File: src/rtl/pipe_ctrl_pkg.sv
// Shared constants for the pipeline controller: stall bit positions, stall
// contribution masks and the memory-port arbiter state encoding.
package pipe_ctrl_pkg;

    localparam int STALL_W  = 6;
    localparam int STALL_PC  = 0;
    localparam int STALL_IF  = 1;
    localparam int STALL_ID  = 2;
    localparam int STALL_EX  = 3;
    localparam int STALL_MEM = 4;
    localparam int STALL_WB  = 5;

    localparam logic [31:0] ZERO_WORD = 32'h0000_0000;

    // Each mask holds every stage at or before the requester, which keeps the merged vector monotonic.
    localparam logic [STALL_W-1:0] STALL_MASK_MEM = 6'b011111;
    localparam logic [STALL_W-1:0] STALL_MASK_ID  = 6'b000111;
    localparam logic [STALL_W-1:0] STALL_MASK_IF  = 6'b000011;

    typedef enum logic [1:0] {
        ST_IDLE = 2'd0,
        ST_IF   = 2'd1,
        ST_MEM  = 2'd2
    } arb_state_t;

endpackage

File: src/rtl/pipe_ctrl_port_arb_fsm.sv
// Arbiter for the single shared memory port: MEM beats IF, requests are
// latched into port registers and held until the one-cycle ack.
module port_arb_fsm
    import pipe_ctrl_pkg::*;
#(
    parameter int ADDR_W = 32,
    parameter int DATA_W = 32
) (
    input  logic              clk,
    input  logic              rst,
    input  logic              i_if_req,
    input  logic [ADDR_W-1:0] i_if_addr,
    input  logic              i_mem_req,
    input  logic              i_mem_we,
    input  logic [ADDR_W-1:0] i_mem_addr,
    input  logic [DATA_W-1:0] i_mem_wdata,
    input  logic              i_b_flag,
    input  logic [DATA_W-1:0] i_port_rdata,
    input  logic              i_port_ack,
    output logic              o_port_req,
    output logic              o_port_we,
    output logic [ADDR_W-1:0] o_port_addr,
    output logic [DATA_W-1:0] o_port_wdata,
    output logic [DATA_W-1:0] o_if_inst,
    output logic              o_if_valid,
    output logic [DATA_W-1:0] o_mem_rdata,
    output logic              o_mem_done,
    output arb_state_t        o_state,
    output logic              o_kill
);

    arb_state_t        r_state;
    logic              r_port_req;
    logic              r_port_we;
    logic [ADDR_W-1:0] r_port_addr;
    logic [DATA_W-1:0] r_port_wdata;
    logic [DATA_W-1:0] r_if_inst;
    logic              r_if_valid;
    logic [DATA_W-1:0] r_mem_rdata;
    logic              r_mem_done;
    logic              r_kill;

    // A requester whose completion pulse is showing this cycle is being
    // retired by the pipeline on this edge, so it must not be re-issued.
    logic w_mem_go;
    logic w_if_go;
    assign w_mem_go = i_mem_req && !r_mem_done;
    assign w_if_go  = i_if_req && !r_if_valid;

    always_ff @(posedge clk) begin
        if (rst) begin
            r_state      <= ST_IDLE;
            r_port_req   <= 1'b0;
            r_port_we    <= 1'b0;
            r_port_addr  <= '0;
            r_port_wdata <= '0;
            r_if_inst    <= '0;
            r_if_valid   <= 1'b0;
            r_mem_rdata  <= '0;
            r_mem_done   <= 1'b0;
            r_kill       <= 1'b0;
        end else begin
            r_if_valid <= 1'b0;
            r_mem_done <= 1'b0;
            case (r_state)
                ST_IDLE: begin
                    if (w_mem_go) begin
                        r_port_req   <= 1'b1;
                        r_port_we    <= i_mem_we;
                        r_port_addr  <= i_mem_addr;
                        r_port_wdata <= i_mem_wdata;
                        r_state      <= ST_MEM;
                    end else if (w_if_go) begin
                        r_port_req  <= 1'b1;
                        r_port_we   <= 1'b0;
                        r_port_addr <= i_if_addr;
                        r_kill      <= i_b_flag;
                        r_state     <= ST_IF;
                    end
                end
                ST_IF: begin
                    if (i_port_ack) begin
                        // A redirect arriving with the ack still squashes it.
                        r_if_inst  <= i_port_rdata;
                        r_if_valid <= !(r_kill || i_b_flag);
                        r_kill     <= 1'b0;
                        r_port_req <= 1'b0;
                        r_state    <= ST_IDLE;
                    end else if (i_b_flag) begin
                        r_kill <= 1'b1;
                    end
                end
                ST_MEM: begin
                    if (i_port_ack) begin
                        r_mem_rdata <= i_port_rdata;
                        r_mem_done  <= 1'b1;
                        r_port_req  <= 1'b0;
                        r_state     <= ST_IDLE;
                    end
                end
                default: begin
                    r_port_req <= 1'b0;
                    r_state    <= ST_IDLE;
                end
            endcase
        end
    end

    assign o_port_req   = r_port_req;
    assign o_port_we    = r_port_we;
    assign o_port_addr  = r_port_addr;
    assign o_port_wdata = r_port_wdata;
    assign o_if_inst    = r_if_inst;
    assign o_if_valid   = r_if_valid;
    assign o_mem_rdata  = r_mem_rdata;
    assign o_mem_done   = r_mem_done;
    assign o_state      = r_state;
    assign o_kill       = r_kill;

endmodule

File: src/rtl/pipe_ctrl.sv
// Pipeline controller top: memory-port arbitration plus the merged,
// monotonic stall vector for the PC and inter-stage registers.
module pipe_ctrl
    import pipe_ctrl_pkg::*;
#(
    parameter int ADDR_W = 32,
    parameter int DATA_W = 32
) (
    input  logic               clk,
    input  logic               rst,
    input  logic               i_if_req,
    input  logic [ADDR_W-1:0]  i_if_addr,
    output logic [DATA_W-1:0]  o_if_inst,
    output logic               o_if_valid,
    input  logic               i_mem_req,
    input  logic               i_mem_we,
    input  logic [ADDR_W-1:0]  i_mem_addr,
    input  logic [DATA_W-1:0]  i_mem_wdata,
    output logic [DATA_W-1:0]  o_mem_rdata,
    output logic               o_mem_done,
    input  logic               i_id_stallreq,
    input  logic               i_ex_b_flag,
    input  logic               i_id_b_flag,
    output logic               o_port_req,
    output logic               o_port_we,
    output logic [ADDR_W-1:0]  o_port_addr,
    output logic [DATA_W-1:0]  o_port_wdata,
    input  logic [DATA_W-1:0]  i_port_rdata,
    input  logic               i_port_ack,
    output logic [STALL_W-1:0] o_stall
);

    logic              w_if_valid;
    logic              w_mem_done;
    arb_state_t        w_fsm_state;
    logic              w_fsm_kill;
    logic [STALL_W-1:0] w_stall;

    port_arb_fsm #(
        .ADDR_W (ADDR_W),
        .DATA_W (DATA_W)
    ) u_fsm (
        .clk          (clk),
        .rst          (rst),
        .i_if_req     (i_if_req),
        .i_if_addr    (i_if_addr),
        .i_mem_req    (i_mem_req),
        .i_mem_we     (i_mem_we),
        .i_mem_addr   (i_mem_addr),
        .i_mem_wdata  (i_mem_wdata),
        .i_b_flag     (i_ex_b_flag | i_id_b_flag),
        .i_port_rdata (i_port_rdata),
        .i_port_ack   (i_port_ack),
        .o_port_req   (o_port_req),
        .o_port_we    (o_port_we),
        .o_port_addr  (o_port_addr),
        .o_port_wdata (o_port_wdata),
        .o_if_inst    (o_if_inst),
        .o_if_valid   (w_if_valid),
        .o_mem_rdata  (o_mem_rdata),
        .o_mem_done   (w_mem_done),
        .o_state      (w_fsm_state),
        .o_kill       (w_fsm_kill)
    );

    always_comb begin
        w_stall = '0;
        if (i_mem_req && !w_mem_done) w_stall = w_stall | STALL_MASK_MEM;
        if (i_id_stallreq)            w_stall = w_stall | STALL_MASK_ID;
        if (i_if_req && !w_if_valid)  w_stall = w_stall | STALL_MASK_IF;
    end

    assign o_stall    = w_stall;
    assign o_if_valid = w_if_valid;
    assign o_mem_done = w_mem_done;

    // Kill only lives while a fetch is outstanding.
    a_state_legal: assert property (@(posedge clk) disable iff (rst)
        w_fsm_state inside {ST_IDLE, ST_IF, ST_MEM});
    a_kill_in_if: assert property (@(posedge clk) disable iff (rst)
        w_fsm_kill |-> (w_fsm_state == ST_IF));

endmodule

File: config.mk
export PLATFORM = sky130hd
export DESIGN_NAME = pipe_ctrl
export DESIGN_NICKNAME = d
export VERILOG_FILES = /design/src/rtl/pipe_ctrl_pkg.sv /design/src/rtl/pipe_ctrl_port_arb_fsm.sv /design/src/rtl/pipe_ctrl.sv
export SDC_FILE = /design/constraint.sdc
export NUM_CORES = 1
export LEC_CHECK = 0
export CORE_UTILIZATION = 30
export DETAILED_ROUTE_END_ITERATION = 6
export GPL_ROUTABILITY_DRIVEN = 0
export GPL_TIMING_DRIVEN = 0
export PLACE_DENSITY = 0.68
export SETUP_SLACK_MARGIN = 0.05
export SLEW_MARGIN = 0
export SYNTH_ARGS = -nofsm -noshare
export SYNTH_HDL_FRONTEND = slang
export SYNTH_SLANG_ARGS = --single-unit
export TNS_END_PERCENT = 5
File: constraint.sdc
create_clock -name clk -period 2.65 [get_ports clk]
set_input_delay 0.265 -clock clk [delete_from_list [all_inputs] [get_ports clk]]
set_output_delay 0.265 -clock clk [all_outputs]
set_load 0.03 [all_outputs]
==> impl_metrics.json, run 1 <==
{
  "cts_tree": "yes",
  "period_minus_slack_ns": 2.46,
  "route.detailed.drc": 0,
  "core_um2": 16800,
  "gr-usage-all-layers_pct": 20.2,
  "postCtsSetupRepairBufs": 0,
  "min-delay-start": "rst",
  "vias": 5366,
  "fmax_mhz": 407,
  "routed_via_density": 4.57,
  "min_path_type": "input port to flip-flop",
  "first_pass_iters": 4,
  "antenna_found_initial": 0,
  "die_height_um": 134,
  "drtIter0Drc": 223,
  "start_util_pct": 31.1,
  "die_area_um2": 17900,
  "syn_inst": 650,
  "hpwl_um": 13300,
  "cpPeakStageDelay_ns": 0.61,
  "setup_viol": 0,
  "hold_depth": 3,
  "synth_edf_count": 0,
  "critPathMaxFanout": 10,
  "vdd_drop_max_uv": 422,
  "num_antenna_cells": 0,
  "synthSimpleGateAreaFrac_pct": 23.6,
  "dr_wl_met2_um": 8400,
  "synth-seq-cells": 135,
  "tightest_slew_ns": 0.745,
  "ys.flop_type": "dfxtp_1",
  "wire_per_inst_um": 15.3,
  "synth_area_um2": 5220,
  "synthMuxAreaShare_pct": 0.192,
  "p_total_uw": 6130,
  "clk_path_buf_depth": 2,
  "synth_fa_ha_area_share_pct": 0.958,
  "crit_arrival_ns": 2.19,
  "synth_area_per_cell_um2": 8.04,
  "p_leak_uw": 0.00321,
  "grt_max_degree": 17,
  "synth_top_family_by_area": "simple AND/OR/NAND/NOR gates",
  "slew_violations": 0,
  "holdPathEnd": "u_fsm.o_kill$_SDFFE_PP0P_",
  "whs_ns": 0.320,
  "routed.top_layer": "met4",
  "postCtsHoldBufs": 0,
  "final_cell_mix": "clkdlybuf4s50_1 (272), nand2_1 (260), dfxtp_1 (135)",
  "grt_overflow": 0,
  "period_share_pct": 92.8,
  "grt_pass1_vias": 5214,
  "rsz0062_at_grt": "false",
  "cts_buffers": 17,
  "hold_viol": 0,
  "cts_sinks": 135,
  "finalClockSkew_ns": 0.00891,
  "synth_xor_area_share_pct": 0,
  "run_status": "complete, no violations",
  "wl_met3_um": 1010,
  "fin_cells": 1174,
  "synth_seq_area_share_pct": 51.7,
  "crit_type": "flip-flop to output pin",
  "cp_slowest_cell": "clkdlybuf4s50_1",
  "required_ns": 2.38,
  "nets": 1082,
  "synth_nets": 791,
  "cts_resized": 0,
  "reg2reg_from": "u_fsm.o_state[0]$_SDFFE_PP0P_",
  "place_inst": 1142,
  "r2r-end": "u_fsm.o_port_addr[23]$_SDFFE_PP0P_",
  "yosysWarnings": 0,
  "htree_levels": 4,
  "setup_ws_ns": 0.191,
  "critPathBufInv": 3,
  "die_w_um": 134,
  "drive_gt1_share_pct": 8.28,
  "portBuffers": 272,
  "regToRegSetupSlack_ns": 0.90,
  "clk_pin_slew_worst_paths_ns": 0.06,
  "start_kind": "flip-flop",
  "synth_compound_area_share_pct": 18.1,
  "post-place-ws_ns": 0.231,
  "drv_cap": 0,
  "tns_ns": 0,
  "crit_chain": "nand2b_4, buf_6, clkbuf_1, nand2b_1, clkdlybuf4s50_1",
  "syn_to_final_growth_pct": 68.7,
  "wl_um": 17900,
  "mostFrequentLayoutCell": "clkdlybuf4s50_1",
  "async_flop_share_pct": 0,
  "max-slew-margin-rel_pct": 50.3,
  "power.density_nw_per_um2": 696,
  "grt_pass1_wl_um": 27900,
  "ff2ff_path_depth": 6,
  "synth_cell_types": 30,
  "fillCellCount": 1647,
  "clock-root-buffer": "clkbuf_16",
  "worst_setup_path_end_kind": "output pin",
  "drt.antenna.violating_nets": 0,
  "rows": 47,
  "boundaryPins": 275,
  "clk_latency_ns": 0.42,
  "crit_family": "buffers and inverters",
  "met1_length_um": 8110
}
## per-stage QoR
step                      util (%)  area [um^2]
after global routing          52.4         8810
after global placement        48.9         8220
after floorplan                  -         5220
after CTS                     52.4         8810
after detailed placement      48.9         8220
final                         52.4         8810
## cell usage after synthesis (2+ instances only)
| cell type | count | share of area [%] |
|---|---|---|
| nand2_1 | 260 | 19 |
| buf_6 | 3 | 0.65 |
| buf_1 | 8 | 0.57 |
| ha_1 | 4 | 0.96 |
| buf_4 | 6 | 0.86 |
| and2_1 | 3 | 0.36 |
| inv_1 | 2 | 0.14 |
| a21oi_1 | 99 | 9.5 |
| nor2_1 | 39 | 2.8 |
| a311oi_2 | 20 | 5.7 |
| nand2b_1 | 4 | 0.48 |
| nor2b_1 | 2 | 0.24 |
| buf_2 | 16 | 1.5 |
| a311oi_1 | 12 | 2.0 |
| clkbuf_1 | 21 | 1.5 |
| dfxtp_1 | 135 | 52 |
| nor3_1 | 3 | 0.29 |
## worst reg2reg max path: cells and delay by family (launching register included)
kind	cells	cell delay (ns)
AOI/OAI and AO/OA	2	0.50
buffers and inverters	3	0.48
adders and majority gates	1	0.29
DFF	1	0.39
## registers in the layout (all words and copies together), names as in the netlist
signal	cells
u_fsm.o_if_inst	32
u_fsm.o_if_valid	1
u_fsm.o_kill	1
u_fsm.o_mem_done	1
u_fsm.o_mem_rdata	32
u_fsm.o_port_addr	32
u_fsm.o_port_req	1
u_fsm.o_port_wdata	32
u_fsm.o_port_we	1
u_fsm.o_state	2
## cells by family after synthesis
family | after synthesis
mux | 1
simple gates | 315
other cells | 1
compound gates | 137
fa+ha+maj | 4
buf+inv | 57
flops | 135
## where the power goes
group | leakage [uW] | switching (uW) | internal [uW]
registers | 0.00110 | 83.7 | 2200
logic | 0.00182 | 837 | 656
clock network | 0.000281 | 901 | 1460
total | 0.00321 | 1820 | 4310
## layout make-up
| type | instances | area (um^2) | area share [%] |
|---|---|---|---|
| clock inverter | 11 | 123 | 1.39 |
| multi-input combinational | 458 | 2240 | 25.4 |
| sequential | 135 | 2700 | 30.7 |
| clock buffer | 21 | 470 | 5.34 |
| timing repair buffer | 272 | 2720 | 30.9 |
| tap | 220 | 275 | 3.12 |
| inverter | 3 | 11.3 | 0.128 |
| buffer | 54 | 268 | 3.04 |
## metal layers
metal | vias to the layer above | global-route usage (%)
met5 | - | 0
met4 | 0 | 8.08
met3 | 29 | 5.40
met2 | 165 | 32.5
met1 | 2458 | 25.6
li1 | 2714 | -
## how the worst max path moves through the flow
stage                                     start          to  slack [ns]  cells past startpoint
finish              u_fsm.o_mem_done$_SDFF_PP0_  o_stall[2]        0.19                      5
global route        u_fsm.o_mem_done$_SDFF_PP0_  o_stall[2]        0.05                      5
CTS                 u_fsm.o_mem_done$_SDFF_PP0_  o_stall[2]        0.12                      5
detailed placement                    i_mem_req  o_stall[2]        0.23                      6
global placement                      i_mem_req  o_stall[2]        0.26                      6
floorplan           u_fsm.o_mem_done$_SDFF_PP0_  o_stall[1]        0.91                      4
No activity file was read; power rests on OpenSTA's default activity.
==> run 2, diff against run 1 <==
CORE_UTILIZATION = 24   (was 30)
PLACE_DENSITY = 0.57   (was 0.68)
==> impl_metrics.json, run 2 (synthesis results as in run 1) <==
{
  "run_status": "complete, no violations",
  "slew_violations": 0,
  "drtIter0Drc": 154,
  "final_area_um2": 8920,
  "final_cell_mix": "clkdlybuf4s50_1 (272), nand2_1 (260), dfxtp_1 (135)",
  "grt_overflow": 0,
  "syn_to_final_growth_pct": 70.7,
  "finalClockSkew_ns": 0.00966,
  "whs_ns": 0.290,
  "postCtsSetupRepairBufs": 0,
  "worst_setup_path_end_kind": "output pin",
  "die_w_um": 150,
  "crit_family": "buffers and inverters",
  "p_total_uw": 6300,
  "antenna_found_initial": 1,
  "rsz0062_at_grt": "false",
  "drive_gt1_share_pct": 8.28,
  "place_area_um2": 8290,
  "max-slew-margin-rel_pct": 52.5,
  "grt_pass1_wl_um": 28200,
  "setup_ws_ns": 0.272,
  "post-place-ws_ns": 0.313,
  "tightest_slew_ns": 0.712,
  "cts_buffers": 17,
  "hold_viol": 0,
  "routed_via_density": 4.34,
  "period_share_pct": 89.7,
  "tns_ns": 0,
  "cpPeakStageDelay_ns": 0.58,
  "die_area_um2": 22400,
  "cts_tree": "yes",
  "grt_max_degree": 17,
  "num_antenna_cells": 0,
  "critPathBufInv": 3,
  "period_minus_slack_ns": 2.38,
  "clk_latency_ns": 0.42,
  "clock-root-buffer": "clkbuf_16",
  "vdd_drop_max_uv": 375,
  "critPathMaxFanout": 10,
  "first_pass_iters": 4,
  "clk_path_buf_depth": 2,
  "cts_resized": 0,
  "nets": 1082,
  "vias": 5338,
  "setup_viol": 0,
  "htree_levels": 4,
  "p_leak_uw": 0.00323,
  "portBuffers": 272,
  "drv_cap": 0,
  "core_um2": 21200,
  "cp_slowest_cell": "clkdlybuf4s50_1",
  "crit_chain": "nand2b_4, inv_2, or3_1, buf_4, clkdlybuf4s50_1",
  "min_path_type": "input port to flip-flop",
  "cts_sinks": 135,
  "gr-usage-all-layers_pct": 16.5,
  "fmax_mhz": 421,
  "wire_per_inst_um": 15.1,
  "boundaryPins": 275,
  "hpwl_um": 13800,
  "wl_um": 18600,
  "crit_type": "flip-flop to output pin",
  "required_ns": 2.38,
  "rows": 53,
  "postCtsHoldBufs": 0,
  "start_util_pct": 24.7,
  "start_kind": "flip-flop",
  "crit_arrival_ns": 2.11,
  "mostFrequentLayoutCell": "clkdlybuf4s50_1",
  "drt.antenna.violating_nets": 0,
  "route.detailed.drc": 0,
  "grt_pass1_vias": 5190,
  "power.density_nw_per_um2": 706,
  "die_height_um": 150,
  "fillCellCount": 2146,
  "clk_pin_slew_worst_paths_ns": 0.05
}
## run 2: per-stage QoR
stage	cells	util (%)
6_report	1229	42.2
5_1_grt	1229	42.2
4_1_cts	1229	42.2
3_5_place_dp	1197	39.2
3_3_place_gp	1197	39.2
2_1_floorplan	650	-
## run 2: final timing paths
check | startpoint | cells past startpoint | endpoint | slack, ns
min reg2reg | u_fsm.o_mem_rdata[22]$_SDFFE_PP0P_ | 2 | u_fsm.o_mem_rdata[22]$_SDFFE_PP0P_ | 0.45
max | u_fsm.o_mem_done$_SDFF_PP0_ | 5 | o_stall[1] | 0.27
min | rst | 3 | u_fsm.o_if_valid$_SDFF_PP0_ | 0.29
max reg2reg | u_fsm.o_state[0]$_SDFFE_PP0P_ | 6 | u_fsm.o_port_wdata[22]$_SDFFE_PP0P_ | 0.86
## run 2: power breakdown
group	switching, uW	internal, uW
combinational	838	657
sequential	82.9	2200
clock	940	1580
## run 2: worst min-delay path: cells and delay by family
family                 cells  cell delay, ns
and+or+nand+nor            2            0.17
buffers and inverters      1            0.21
## run 2: layout make-up
| class | instances | area, um^2 | share of cell area [%] |
|---|---|---|---|
| plain buffers | 54 | 268 | 3.00 |
| clock inverters | 14 | 198 | 2.22 |
| multi-input cells | 458 | 2240 | 25.1 |
| repair buffers | 272 | 2720 | 30.5 |
| clock buffers | 18 | 429 | 4.81 |
| flip-flops and latches | 135 | 2700 | 30.3 |
| well taps | 275 | 344 | 3.86 |
| inverters | 3 | 11.3 | 0.126 |
## run 2: routing by layer
| layer | vias to the layer above | wire length [um] | track usage, % | share of wire [%] |
|---|---|---|---|---|
| li1 | 2717 | - | - | - |
| met3 | 23 | 1400 | 6.04 | 7.5 |
| met2 | 166 | 8980 | 27.9 | 48 |
| met1 | 2430 | 7810 | 19.2 | 42 |
| met5 | - | 12 | 0 | 0.065 |
| met4 | 2 | 371 | 5.41 | 2.0 |
==> run 3, diff against run 2 <==
CELL_PAD_IN_SITES_DETAIL_PLACEMENT = 1   (was unset)
CELL_PAD_IN_SITES_GLOBAL_PLACEMENT = 2   (was unset)
CORE_UTILIZATION = 22   (was 24)
PLACE_DENSITY = 0.88   (was 0.57)
==> impl_metrics.json, run 3 (synthesis results as in run 1) <==
{
  "antenna_found_initial": 1,
  "rsz0062_at_grt": "false",
  "clk_latency_ns": 0.41,
  "die_area_um2": 24400,
  "whs_ns": 0.289,
  "regToRegSetupSlack_ns": 0.86,
  "period_share_pct": 90.4,
  "cts_tree": "yes",
  "nets": 1081,
  "tightest_slew_ns": 0.791,
  "vias": 5445,
  "start_util_pct": 22.3,
  "critPathBufInv": 3,
  "required_ns": 2.38,
  "gr-max-usage-layer": "met2",
  "drtIter0Drc": 137,
  "fmax_mhz": 417,
  "boundaryPins": 275,
  "vdd_drop_max_uv": 345,
  "setup_viol": 0,
  "power.density_nw_per_um2": 711,
  "crit_chain": "nand2b_4, inv_2, or3_1, buf_4, clkdlybuf4s50_1",
  "crit_family": "buffers and inverters",
  "seqPwrFrac_pct": 35.7,
  "use_met1_pct": 20.4,
  "grt_overflow": 0,
  "wire_per_inst_um": 15.9,
  "p_switching_uw": 1880,
  "p_int_uw": 4510,
  "clk_path_buf_depth": 2,
  "sw_frac_of_total_pct": 29.4,
  "finalClockSkew_ns": 0.0110,
  "drv_cap": 0,
  "holdPathEnd": "u_fsm.o_kill$_SDFFE_PP0P_",
  "grt_pass1_wl_um": 31000,
  "portBuffers": 272,
  "wl_um": 20200,
  "hold_depth": 3,
  "hold_viol": 0,
  "tns_ns": 0,
  "min_path_type": "input port to flip-flop",
  "clk_pin_slew_worst_paths_ns": 0.06,
  "run_status": "complete, no violations",
  "comb_power_share_pct": 23.6,
  "crit_arrival_ns": 2.13,
  "cts_buffers": 17,
  "crit_type": "flip-flop to output pin",
  "critPathMaxFanout": 10,
  "die_height_um": 156,
  "gr-usage-all-layers_pct": 16.6,
  "final_cell_mix": "clkdlybuf4s50_1 (272), nand2_1 (260), dfxtp_1 (135)",
  "postCtsSetupRepairBufs": 0,
  "syn_to_final_growth_pct": 72.0,
  "max-slew-margin-rel_pct": 47.3,
  "first_pass_iters": 4,
  "slew_violations": 0,
  "hpwl_um": 15300,
  "ff2ff_path_depth": 6,
  "mostFrequentLayoutCell": "clkdlybuf4s50_1",
  "grt_max_degree": 17,
  "num_antenna_cells": 0,
  "die_w_um": 156,
  "clock-root-buffer": "clkbuf_16",
  "cp_slowest_cell": "clkdlybuf4s50_1",
  "drive_gt1_share_pct": 8.29,
  "r2r-end": "u_fsm.o_port_addr[5]$_SDFFE_PP0P_",
  "reg2reg_from": "u_fsm.o_state[1]$_SDFFE_PP0P_",
  "fillCellCount": 2828,
  "drt.antenna.violating_nets": 0,
  "cts_sinks": 135,
  "start_kind": "flip-flop",
  "core_um2": 23400,
  "postCtsHoldBufs": 0,
  "route.detailed.drc": 0,
  "min-delay-start": "rst",
  "grt_pass1_vias": 5572,
  "p_leak_uw": 0.00324,
  "cpPeakStageDelay_ns": 0.58,
  "rows": 56,
  "cts_resized": 0,
  "pwr-share-clk_pct": 40.7,
  "grt_use_met2_pct": 27.9,
  "grt.met3_usage_pct": 4.42,
  "crit_start": "u_fsm.o_mem_done$_SDFF_PP0_",
  "worst_setup_path_end_kind": "output pin",
  "routed_via_density": 4.28,
  "period_minus_slack_ns": 2.40,
  "htree_levels": 4
}
-- run 3: cell count changes in the layout (fill, tap and decap cells not counted), sizes merged --
cell	previous run	this run
clkinvlp	2	0
clkbuf	39	41
inv	5	4
-- run 3: per-layer routing --
layer	vias up	part of all wire (%)
li1	2713	-
met1	2557	44
met2	146	48
met3	27	5.8
met4	2	1.9
met5	-	0.064
-- run 3: how the worst max path moves through the flow --
stage / endpoint / slack (ns) / cells after the start
4_1_cts: o_stall[2] / 0.12 / 5
6_report: o_stall[1] / 0.25 / 5
3_5_place_dp: o_stall[2] / 0.20 / 6
5_1_grt: o_stall[3] / 0.15 / 5
2_1_floorplan: o_stall[1] / 0.91 / 4
3_3_place_gp: o_stall[2] / 0.25 / 6
-- run 3: final cells by class --
class / count / area [um^2] / share of cell area, %
Tap cell: 319 / 399 / 4.44
Clock inverter: 11 / 170 / 1.89
Timing Repair Buffer: 272 / 2720 / 30.3
Sequential cell: 135 / 2700 / 30.1
Inverter: 3 / 11.3 / 0.125
Buffer: 53 / 264 / 2.94
Multi-Input combinational cell: 458 / 2240 / 25.0
Clock buffer: 21 / 470 / 5.24
-- run 3: power groups by stage --
stage          Combinational (uW)  Clock (uW)  Sequential [uW]
4_1_cts                      1530        2680             2280
3_3_place_gp                 1520           0             2320
5_1_grt                      1630        2760             2300
3_5_place_dp                 1530           0             2330
2_1_floorplan                 501           0             2630
6_report                     1510        2600             2280
-- run 3: worst reg2reg max path, cell delays in order (launching register included) --
cell and delay, ns:
dfxtp_1 0.33, inv_1 0.12, ha_1 0.32, a21boi_2 0.22, buf_4 0.20, buf_2 0.31
a311oi_2 0.15
-- run 3: metrics by stage --
step	total power, uW	setup slack [ns]	std cells	area [um^2]	util (%)
after floorplan	3130	0.913	650	5220	-
after global placement	3830	0.248	1241	8350	35.7
after detailed placement	3850	0.198	1241	8350	35.7
after CTS	6490	0.120	1273	8990	38.4
after global routing	6690	0.149	1272	8980	38.4
final	6390	0.253	1272	8980	38.4
